--- src/rtl/uart_tx_framer.sv ---
// uart_tx_framer: buffers 16-bit sample words in a FIFO and frames them into
// fixed-length packets (sync, sequence, payload, checksum). Packet bytes go
// one at a time to the UART byte transmitter.
//
// Byte handshake with the transmitter:
//   tx_data is loaded while the byte is being issued. Once tx_ready is seen
//   high, tx_valid is raised for exactly one cycle. The byte counts as taken
//   only when tx_ready is later seen low, which tolerates a transmitter that
//   samples tx_valid a cycle late. tx_data holds still until that happens.
//   If tx_ready never falls within ACK_TIMEOUT cycles, the same byte is
//   pulsed again, so a duplicate byte on the line is possible.
module uart_tx_framer #(
  parameter int unsigned DEPTH       = 16,
  parameter int unsigned PKT_WORDS   = 4,
  parameter logic [7:0]  SYNC_BYTE   = 8'hA5,
  parameter int unsigned ACK_TIMEOUT = 1024
) (
  input  logic                     clk,
  input  logic                     rst,
  input  logic [15:0]              in_data,
  input  logic                     in_valid,
  output logic                     in_ready,
  output logic [7:0]               tx_data,
  output logic                     tx_valid,
  input  logic                     tx_ready,
  output logic [$clog2(DEPTH):0]   fifo_level,
  output logic                     overflow,
  output logic                     busy,
  output logic [15:0]              pkt_count,
  output logic [3:0]               dbg_state
);

  localparam int AW = $clog2(DEPTH);
  localparam int LW = AW + 1;
  localparam int TW = $clog2(ACK_TIMEOUT + 1);
  localparam logic [LW-1:0] FULL_LVL  = LW'(DEPTH);
  localparam logic [LW-1:0] PKT_LVL   = LW'(PKT_WORDS);
  localparam logic [6:0]    LAST_IDX  = 7'(2 * PKT_WORDS - 1);
  localparam logic [TW-1:0] TMO_LAST  = TW'(ACK_TIMEOUT - 1);

  typedef enum logic [2:0] {S_IDLE, S_SYNC, S_SEQ, S_PAY, S_CHK} pkt_state_e;
  typedef enum logic {PH_ISSUE, PH_WAIT} phase_e;

  pkt_state_e    state_q, state_d;
  phase_e        phase_q, phase_d;
  logic [15:0]   mem_q [DEPTH];
  logic [AW-1:0] wr_ptr_q, wr_ptr_d, rd_ptr_q, rd_ptr_d;
  logic [LW-1:0] level_q, level_d;
  logic          overflow_q, overflow_d;
  logic [7:0]    tx_data_q, tx_data_d;
  logic          tx_valid_q, tx_valid_d;
  logic [7:0]    seq_q, seq_d;
  logic [7:0]    sum_q, sum_d;
  logic [6:0]    byte_idx_q, byte_idx_d;
  logic [15:0]   hold_q, hold_d;
  logic [TW-1:0] tmo_q, tmo_d;
  logic [15:0]   pkt_count_q, pkt_count_d;
  logic          full, push, pop;
  logic [7:0]    cur_byte;

  // FIFO status; a pop in the same cycle never frees a slot for a push when full.
  assign full = (level_q == FULL_LVL);
  assign push = in_valid && !full;

  // Byte currently owed to the transmitter, selected by packet state.
  always_comb begin
    cur_byte = 8'h00;
    case (state_q)
      S_SYNC:  cur_byte = SYNC_BYTE;
      S_SEQ:   cur_byte = seq_q;
      S_PAY:   cur_byte = byte_idx_q[0] ? hold_q[7:0] : hold_q[15:8];
      S_CHK:   cur_byte = sum_q;
      default: cur_byte = 8'h00;
    endcase
  end

  // Next-state logic for the packet FSM, byte handshake and FIFO bookkeeping.
  always_comb begin
    state_d     = state_q;
    phase_d     = phase_q;
    tx_data_d   = tx_data_q;
    tx_valid_d  = 1'b0;
    seq_d       = seq_q;
    sum_d       = sum_q;
    byte_idx_d  = byte_idx_q;
    hold_d      = hold_q;
    tmo_d       = tmo_q;
    pkt_count_d = pkt_count_q;
    pop         = 1'b0;

    if (state_q == S_IDLE) begin
      // Start only when a whole packet's worth of words is buffered.
      if (level_q >= PKT_LVL) begin
        state_d = S_SYNC;
        phase_d = PH_ISSUE;
        sum_d   = 8'h00;
      end
    end else if (phase_q == PH_ISSUE) begin
      tx_data_d = cur_byte;
      if (tx_ready) begin
        tx_valid_d = 1'b1;
        phase_d    = PH_WAIT;
        tmo_d      = '0;
      end
    end else begin
      if (!tx_ready) begin
        // Byte accepted: move on to the next byte of the packet.
        phase_d = PH_ISSUE;
        case (state_q)
          S_SYNC: state_d = S_SEQ;
          S_SEQ: begin
            sum_d      = sum_q + tx_data_q;
            state_d    = S_PAY;
            byte_idx_d = 7'd0;
            pop        = 1'b1;
            hold_d     = mem_q[rd_ptr_q];
          end
          S_PAY: begin
            sum_d = sum_q + tx_data_q;
            if (byte_idx_q == LAST_IDX) begin
              state_d = S_CHK;
            end else begin
              byte_idx_d = byte_idx_q + 7'd1;
              // Low byte done: the next byte is a new word's high byte.
              if (byte_idx_q[0]) begin
                pop    = 1'b1;
                hold_d = mem_q[rd_ptr_q];
              end
            end
          end
          S_CHK: begin
            seq_d       = seq_q + 8'd1;
            pkt_count_d = pkt_count_q + 16'd1;
            state_d     = S_IDLE;
          end
          default: state_d = S_IDLE;
        endcase
      end else if (tmo_q == TMO_LAST) begin
        // No acknowledge: go back and pulse the same byte again.
        phase_d = PH_ISSUE;
      end else begin
        tmo_d = tmo_q + TW'(1);
      end
    end

    wr_ptr_d   = push ? wr_ptr_q + AW'(1) : wr_ptr_q;
    rd_ptr_d   = pop  ? rd_ptr_q + AW'(1) : rd_ptr_q;
    level_d    = level_q + LW'(push) - LW'(pop);
    overflow_d = overflow_q || (in_valid && full);
  end

  // FIFO storage; contents need no reset because level gates every read.
  always_ff @(posedge clk) begin
    if (push) mem_q[wr_ptr_q] <= in_data;
  end

  // State registers with synchronous reset.
  always_ff @(posedge clk) begin
    if (rst) begin
      state_q     <= S_IDLE;
      phase_q     <= PH_ISSUE;
      wr_ptr_q    <= '0;
      rd_ptr_q    <= '0;
      level_q     <= '0;
      overflow_q  <= 1'b0;
      tx_data_q   <= 8'h00;
      tx_valid_q  <= 1'b0;
      seq_q       <= 8'h00;
      sum_q       <= 8'h00;
      byte_idx_q  <= 7'd0;
      hold_q      <= 16'h0000;
      tmo_q       <= '0;
      pkt_count_q <= 16'h0000;
    end else begin
      state_q     <= state_d;
      phase_q     <= phase_d;
      wr_ptr_q    <= wr_ptr_d;
      rd_ptr_q    <= rd_ptr_d;
      level_q     <= level_d;
      overflow_q  <= overflow_d;
      tx_data_q   <= tx_data_d;
      tx_valid_q  <= tx_valid_d;
      seq_q       <= seq_d;
      sum_q       <= sum_d;
      byte_idx_q  <= byte_idx_d;
      hold_q      <= hold_d;
      tmo_q       <= tmo_d;
      pkt_count_q <= pkt_count_d;
    end
  end

  assign in_ready   = !full;
  assign tx_data    = tx_data_q;
  assign tx_valid   = tx_valid_q;
  assign fifo_level = level_q;
  assign overflow   = overflow_q;
  assign busy       = (state_q != S_IDLE);
  assign pkt_count  = pkt_count_q;
  assign dbg_state  = {phase_q, state_q};

endmodule

--- config.mk ---
export PLATFORM = sky130hd
export DESIGN_NAME = uart_tx_framer
export DESIGN_NICKNAME = d
export VERILOG_FILES = /design/src/rtl/uart_tx_framer.sv
export SDC_FILE = /design/constraint.sdc
export NUM_CORES = 1
export LEC_CHECK = 0
export CAP_MARGIN = 15
export CORE_MARGIN = 2
export CORE_UTILIZATION = 55
export DETAILED_ROUTE_END_ITERATION = 8
export PLACE_DENSITY = 0.73
export SLEW_MARGIN = 20
export SYNTH_ARGS = -nofsm -noshare
export SYNTH_HDL_FRONTEND = slang
export SYNTH_SLANG_ARGS = --single-unit
--- constraint.sdc ---
create_clock -name clk -period 3.3 [get_ports clk]
set_input_delay 0.33 -clock clk [delete_from_list [all_inputs] [get_ports clk]]
set_output_delay 0.33 -clock clk [all_outputs]
set_load 0.1 [all_outputs]
==> results by stage, run 1 <==
Route:
- Using the TritonRoute via totals, the vias-per-cell ratio works out to around 5.9.
- The number of nets with antenna violations after routing is 0.
- The routed length per instance is 21.0 um.
- The detailed-routing iteration count for the pre-antenna-repair pass is 5.
- The final routed wirelength across all metal layers is 29.0 mm.
- The DRC violations left is 0.
- The number of DRC markers in iteration 0 is between 700 and 800.
- Detailed routing inserted a total of approximately 8100 vias.

Worst setup path:
- The minimum setup slack among reg-to-reg paths is 0.52 ns.
- The worst register-to-register path begins at byte_idx_q[3].
- The worst setup path category is flop to flop.
- The data required time at the worst endpoint is around 3.7 ns.
- The worst setup path is captured at a flop.
- STA puts the critical path data arrival time at around 3.2 ns.
- The launching instance or port of the critical path is byte_idx_q[3].
- In this run the worst path has a maximum fanout of 6.
- The category of the worst setup path launch point is a flop.

Synthesis:
- The count of cell types in the netlist is just over 60.
- The synthesized design contains between 200 and 300 enable-type register cells.
- A synthesized cell averages approximately 15 um^2.
- The number of nets handed over by synthesis was 985.
- The post-synthesis cell area is around 14000 um^2.
- Summed over its instances, the top area cell type makes up between 50% and 60% of the synthesized netlist area.
- The number of warnings reported in the yosys synthesis log is 0.
- The count of mapped cells out of synthesis is between 900 and 1000.
- The synthesized design spends more area on one cell type than any other, namely edfxtp_1.
- Yosys attributes the largest share of cell area to edfxtp_1, dfxtp_1, mux4_2.
- The part of the Yosys area used for sequential elements is between 60% and 70%.
- Counting instances in the post-synthesis netlist gives the leading cell types as edfxtp_1, dfxtp_1, nor2_1, mux4_2, a21oi_1.
- The most common cell in the synthesized netlist is edfxtp_1.
- Counting flops and latches in the post-synthesis netlist gives around 350.
- The top flip-flop cell by instance count after synthesis is edfxtp_1.
- Counting flops with an async set or reset pin after synthesis yields a share of 0%.

GRT:
- Global routing used 21.4% of the available tracks.
- The number of global-route vias before repair is 8048.
- The first global-routing pass estimated 45.8 mm of wire.
- The remaining global-route overflow is 0.
- The pin count of the biggest net entering global routing is 33.
- The initial antenna violation count is 0.

Timing:
- Setup violations remaining at the end of the flow were counted as 0.
- For this run, the top clock speed supported by timing is roughly 360 MHz.
- The count of final max-slew check failures came to 0.
- For the pin with the worst max-slew slack, the measured transition is 1.02 ns.
- Counting I/O delays and the setup requirement, the final critical path takes ~2.8 ns.
- Setup repair after global routing left no endpoint under its margin.
- On the final layout, the worst clock skew is about 0.016 ns.
- The worst hold slack after final layout is about 0.33 ns.
- The worst slew margin relative to its limit is a little under a third.
- The worst setup margin is 0.519 ns.
- The period utilization is a little over four fifths.
- The accumulated negative setup slack is 0 ns.
- The number of failing hold endpoints at the final stage is 0.

Power and ir drop:
- The total power of the final layout is ~10 mW.
- The worst vdd rail ir drop is approximately 0.76 mV.
- The standby leakage power is between 5 and 6 nW.
- The total power per unit cell area is between 600 and 700 nW/um^2.

Clocking:
- The number of hold buffers added after CTS was 0.
- The total number of H-tree levels is 2.
- TritonCTS created 36 clock buffers.
- Clock latency on the worst-skew pair, taken at its later pin, is ~0.52 ns.
- Counting every sink on the clock net gives around 350.
- Clock-pin slew was measured on the worst setup and hold paths at roughly 0.060 ns.
- Buffers added to address setup during post-CTS repair amount to 0.
- The number of gates given a new drive strength after cts is 0.
- Clock tree synthesis selected as its root buffer the cell clkbuf_16.
- The CTS tree is built.
- No sink is reached through more buffers than the 3 on the longest clock path.

Hold path:
- In this run the most critical hold path is launched from rst.
- The min-delay analysis places its worst path in the category input pin to flop.

Die:
- The x dimension of the die is ~170 um.
- The starting density of the core is 55.8%.
- The top-level port count is 57.
- The area of the core is 26000 um^2.
- The die is around 170 um tall.
- The full die area is ~28000 um^2.
- The number of standard-cell rows in the floorplan is roughly 60.

Final layout:
- 0 antenna diodes ended up in the layout.
- The growth of design area from synthesis to finish is 14.6%.
- The post-route netlist has between 10% and 20% of its cells at a drive strength greater than 1.
- Registers take around 9600 um^2.
- The number of nets in the layout is ~1100.
- After filler insertion, the fill cell instance count of the layout stands at between 1500 and 2000.
- The area of combinational cells with multiple inputs is ~4600 um^2.

Place:
- The placed wire-length estimate after detailed placement is between 15 and 20 mm.
- The number of input and output port buffers inserted is between 50 and 60.
- The post-place setup slack is ~0.41 ns.
- The placer's final routability congestion estimate is 0.773.

Run:
- The number of max-cap violations is 0.

Outcome:
- The run finished with clean final reports.
kinds of logic after synthesis:
group	share of synthesized area, %
flip-flops	66.4
AND/OR/NAND/NOR	8.44
XOR/XNOR	2.78
AO/OA/AOI/OAI	5.86
buffers and inverters	2.16
multiplexers	12.1
adder cells (fa/ha/maj)	2.26
flip-flops by register name, indices dropped and copies added, names as in the netlist, 5 cells and up, named ones only:
register and flops:
sum_q 8, seq_q 8, byte_idx_q 7, hold_q 16
tx_data 8, mem_q 256, tmo_q 11, pkt_count 16
fifo_level 5
critical path, stage by stage, from the launching register on:
cell and delay [ns]:
dfxtp_1 0.35, or4_4 0.55, o21ai_4 0.19, a21oi_4 0.11
ha_1 0.30, inv_1 0.04, ha_1 0.20, fa_1 0.41
a21oi_1 0.15, nor2_1 0.06, nor2_1 0.12, xnor2_1 0.13
nor2_1 0.05
cell usage in the layout (no fill, tap or decap), types with 5 or more instances in the layout:
cell type        netlist  final
a211oi_1              24     24
a21oi_1               40     40
a22o_1                16     16
a22oi_1               10     10
and3_1                 7      7
buf_4                  5     38
clkbuf_1              23      7
clkbuf_16              0     37
clkdlybuf4s50_1        0     50
clkinv_1               0     11
clkinv_2               0      5
dfxtp_1               97     92
edfxtp_1             256    256
ha_1                  23     23
inv_1                 17     17
mux2i_1               26     26
mux4_2                64     64
nand2_1               23     23
nand2b_1              10     10
nand3_1               16     16
nand4_1               16     16
nor2_1                88     76
nor2_2                 0     12
nor2b_1               25     25
nor3_1                14     10
o21ai_0                8      8
or3_1                  5      5
xnor2_1               22     22
xor2_1                24     24
stage by stage:
stage	utilization [%]	instances	cell area, um^2
after global placement	59.9	1318	15600
after detailed placement	59.9	1318	15600
final	63.9	1382	16600
after global routing	63.9	1382	16600
after floorplan	-	940	14500
after CTS	63.9	1382	16600
routing by layer:
layer | part of all wire, % | global-route usage, %
met1 | 42 | 28.8
met2 | 50 | 36.7
met3 | 5.9 | 3.57
met4 | 2.2 | 5.73
met5 | 0 | 0
report_power, final:
group / switching [mW] / internal (mW) / leakage (nW)
logic: 1.07 / 0.472 / 1.80
registers: 0.0966 / 4.92 / 3.10
clock network: 1.59 / 2.05 / 0.514
total: 2.76 / 7.44 / 5.41
final cells by class:
cell class,count,area share (%)
clock buffers,44,5.73
clock inverters,20,0.588
inverters,18,0.407
multi-input cells,521,27.7
flip-flops and latches,353,58.0
well taps,335,2.52
repair buffers,91,5.00
worst paths after layout:
path / end / cells after the start
max: fifo_level[4] / 12
min: sum_q[1] / 2
max reg2reg: fifo_level[4] / 12
min reg2reg: overflow / 2
No activity file was read; power rests on OpenSTA's default activity.
==> run 2, diff against run 1 <==
==> constraint.sdc (replaced) <==
create_clock -name clk -period 2.8 [get_ports clk]
set_input_delay 0.28 -clock clk [delete_from_list [all_inputs] [get_ports clk]]
set_output_delay 0.28 -clock clk [all_outputs]
set_load 0.1 [all_outputs]
==> run 2 against run 1 <==
Core utilization rose by 0.65 points; sequential power rose by 18%; via count rose by 1.6%; highest routed layer unchanged; cell count rose by 0.87%; power rose by 23%.
==> results by stage, run 2 (synthesis gave the netlist of run 1 again) <==
Timing:
- The worst slew margin relative to its limit came to 55.4% (+24 points).
- The number of failing hold endpoints at the final stage is 0 (unchanged).
- The final critical delay including setup and external delays is 2.67 ns (-0.106 ns).
- The count of final max-slew check failures came to 0 (unchanged).
- The total setup violations reported at the end of the flow came to 0 (unchanged).
- The maximum clock rate was 374 MHz (+4.0%).
- The transition time of the tightest slew-check pin is 0.660 ns (-0.363 ns).
- The worst hold slack after final layout is 0.257 ns (-0.0716 ns).
- Setup repair after global routing left no endpoint under its margin.
- The accumulated negative setup slack is 0 ns (unchanged).
- The largest clock skew in the final design came to 0.0175 ns (+0.00133 ns).
- The period utilization came to 95.5% (+11 points).

Route:
- The routed length on met2 is 15.3 mm (+5.5%).
- The final routed wirelength across all metal layers is 30.0 mm (+3.6%).
- The met1 wire length was 12.5 mm (+2.6%).
- The routed length per instance is 21.6 um (+2.7%).
- The number of DRC markers in iteration 0 is 788 (+6.9%).
- The detail-routed via count per cell is 5.93 (+0.77%).
- The detailed-routing iteration count for the pre-antenna-repair pass was 5 (unchanged).
- The number of nets with antenna violations after routing is 0 (unchanged).
- The amount of wire on met3 after detailed routing is 1.72 mm (+0.58%).
- The via count of the routed design is 8260 (+1.6%).
- The DRC violations left was 0 (unchanged).
- The top layer used by detailed routing is met4.

GRT:
- The number of global-route vias before repair is 8268 (+2.7%).
- The wire length of the first global-routing pass was 47.2 mm (+3.1%).
- The global routing usage summed across all routing layers is 22.0% (+0.64 points).
- The pin count of the biggest net entering global routing is 53 (+61%).
- The remaining global-route overflow is 0 (unchanged).
- The initial antenna violation count was 0 (unchanged).

Clocking:
- The number of CTS-inserted buffers is 37 (+2.8%).
- The cell sitting at the root of the clock tree is a clkbuf_16.
- The maximum number of buffers from clock root to sink came to 3 (unchanged).
- The cts-stage hold buffer count is 0 (unchanged).
- The count of clock tree sinks was 353 (unchanged).
- The clock network latency to the later pin of the worst-skew pair was 0.52 ns (about the same).
- The total number of H-tree levels is 2 (unchanged).
- The CTS tree is built.
- The post-CTS clock slew at the launch and capture registers of the worst setup and hold paths is 0.06 ns (about the same).

Power and ir drop:
- The worst vdd rail ir drop is 0.702 mV (-7.2%).
- The total power per unit cell area is 745 nW/um^2 (+21%).
- The standby leakage power was 5.59 nW (+3.2%).

Worst setup path:
- The worst-path maximum fanout was 3 (-3).
- The data required time at the worst endpoint is 3.19 ns (-0.50 ns).
- STA classifies the critical path endpoint as a flop.
- The data arrival at the endpoint of the critical path is 3.07 ns (-0.10 ns).
- The capture instance of the worst register-to-register path is fifo_level[4].
- The setup path with the least slack is of type flop to flop.
- The cell depth of the worst flop-to-flop path is 12 (unchanged).
- The source of the worst register-to-register timing path is byte_idx_q[6].
- The category of the worst setup path launch point is a flop.
- The minimum setup slack among reg-to-reg paths is 0.13 ns (-0.39 ns).

Outcome:
- The flow ran to the end, and the final reports show no timing, DRC or antenna violations.

Hold path:
- The worst hold path begins at rst.
- The path with the worst hold slack has its endpoint at sum_q[2].
- The type of the most critical hold path is input pin to flop.
- The count of cells along the worst hold path is 2 (unchanged).

Die:
- The area of the core came to 26000 um^2 (unchanged).
- The top-level port count came to 57 (unchanged).
- The starting density of the core is 55.8% (unchanged).
- The y dimension of the die came to 166 um (unchanged).
- The full die area is 27700 um^2 (unchanged).
- The number of standard-cell rows in the floorplan was 59 (unchanged).
- The x dimension of the die is 166 um (unchanged).

Final layout:
- The total inserted antenna cells is 0 (unchanged).
- The number of non-filler instances in the completed layout is 1394 (+0.87%).
- The flip-flop count of the largest register after layout came to 256 (unchanged).
- In the layout the commonest cells are edfxtp_1, dfxtp_1, nor2_1.
- The growth of design area from synthesis to finish is 15.7%.
- Leaving out fill and tap cells, the most frequent cell in the layout is edfxtp_1.
- The number of nets in the layout was 1075 (+0.84%).
- Ranked by flip-flop count, first place goes to mem_q.
- The fraction of final layout cells sized beyond drive strength 1 is 23.0% (+4.8 points).

Place:
- The placer's final routability congestion estimate is 0.809 (+4.7%).
- The placed wire-length estimate after detailed placement came to 17.8 mm (+0.93%).
- The number of input and output port buffers inserted is 56 (unchanged).
- The total placed cells including tap cells is 1325 (+0.53%).

Run:
- The number of max-cap violations is 0 (unchanged).
-- run 2: changes by cell type in the layout (fill, tap and decap cells not counted), moves of 3 or more --
| cell | before | now |
|---|---|---|
| buf_12 | 2 | 5 |
| buf_4 | 38 | 75 |
| clkdlybuf4s50_1 | 50 | 18 |
| clkinv_1 | 11 | 7 |
| dfxtp_1 | 92 | 86 |
| dfxtp_2 | 4 | 8 |
-- run 2: critical path, stage by stage, from the launching register on --
cell	delay, ns
dfxtp_1	0.33
or4_4	0.57
o21ai_4	0.21
a21oi_4	0.08
ha_1	0.27
inv_1	0.04
ha_1	0.19
fa_1	0.42
a21oi_2	0.13
nor2_1	0.04
nor2_1	0.10
xnor2_1	0.13
nor2_1	0.05
-- run 2: what timing repair did --
item | CTS | global route
gates resized for setup | 0 | 1
buffers inserted | 0 | 1
setup endpoints to repair | 0 | 1
-- run 2: report_power, final --
group	switching [mW]	total [mW]	internal, mW
clock network	1.93	4.73	2.79
logic	1.29	1.85	0.562
registers	0.117	5.92	5.80
-- run 2: area by class of cell --
cell class / count / area, um^2
Inverter: 18 / 67.6
Fill cell: 1873 / 9210
Multi-Input combinational cell: 521 / 4600
Timing Repair Buffer: 99 / 848
Tap cell: 335 / 419
Clock buffer: 50 / 1040
Sequential cell: 353 / 9650
Clock inverter: 18 / 148
-- run 2: worst max-delay path by stage --
stage	slack (ns)	depth (start not counted)	endpoint	from
3_5_place_dp	0.14	12	fifo_level[4]	byte_idx_q[6]
5_1_grt	0.02	12	fifo_level[4]	byte_idx_q[6]
4_1_cts	0.13	12	fifo_level[4]	byte_idx_q[6]
6_report	0.13	12	fifo_level[4]	byte_idx_q[6]
3_3_place_gp	0.16	12	fifo_level[4]	byte_idx_q[6]
2_1_floorplan	0.03	15	fifo_level[4]	fifo_level[3]
-- run 2: per-layer routing --
metal | track usage (%) | vias to the layer above
met5 | 0 | -
met3 | 3.17 | 44
met2 | 38.0 | 230
met4 | 5.70 | 0
li1 | - | 3802
met1 | 29.8 | 4184
-- run 2: through the flow --
step	cell area (um^2)	setup slack, ns	total power, mW	utilization (%)
2_1_floorplan	14500	0.0274	7.34	-
3_3_place_gp	15600	0.163	7.85	60.0
3_5_place_dp	15600	0.143	7.87	60.0
4_1_cts	16800	0.125	12.6	64.5
5_1_grt	16800	0.0166	13.0	64.6
6_report	16800	0.125	12.5	64.6
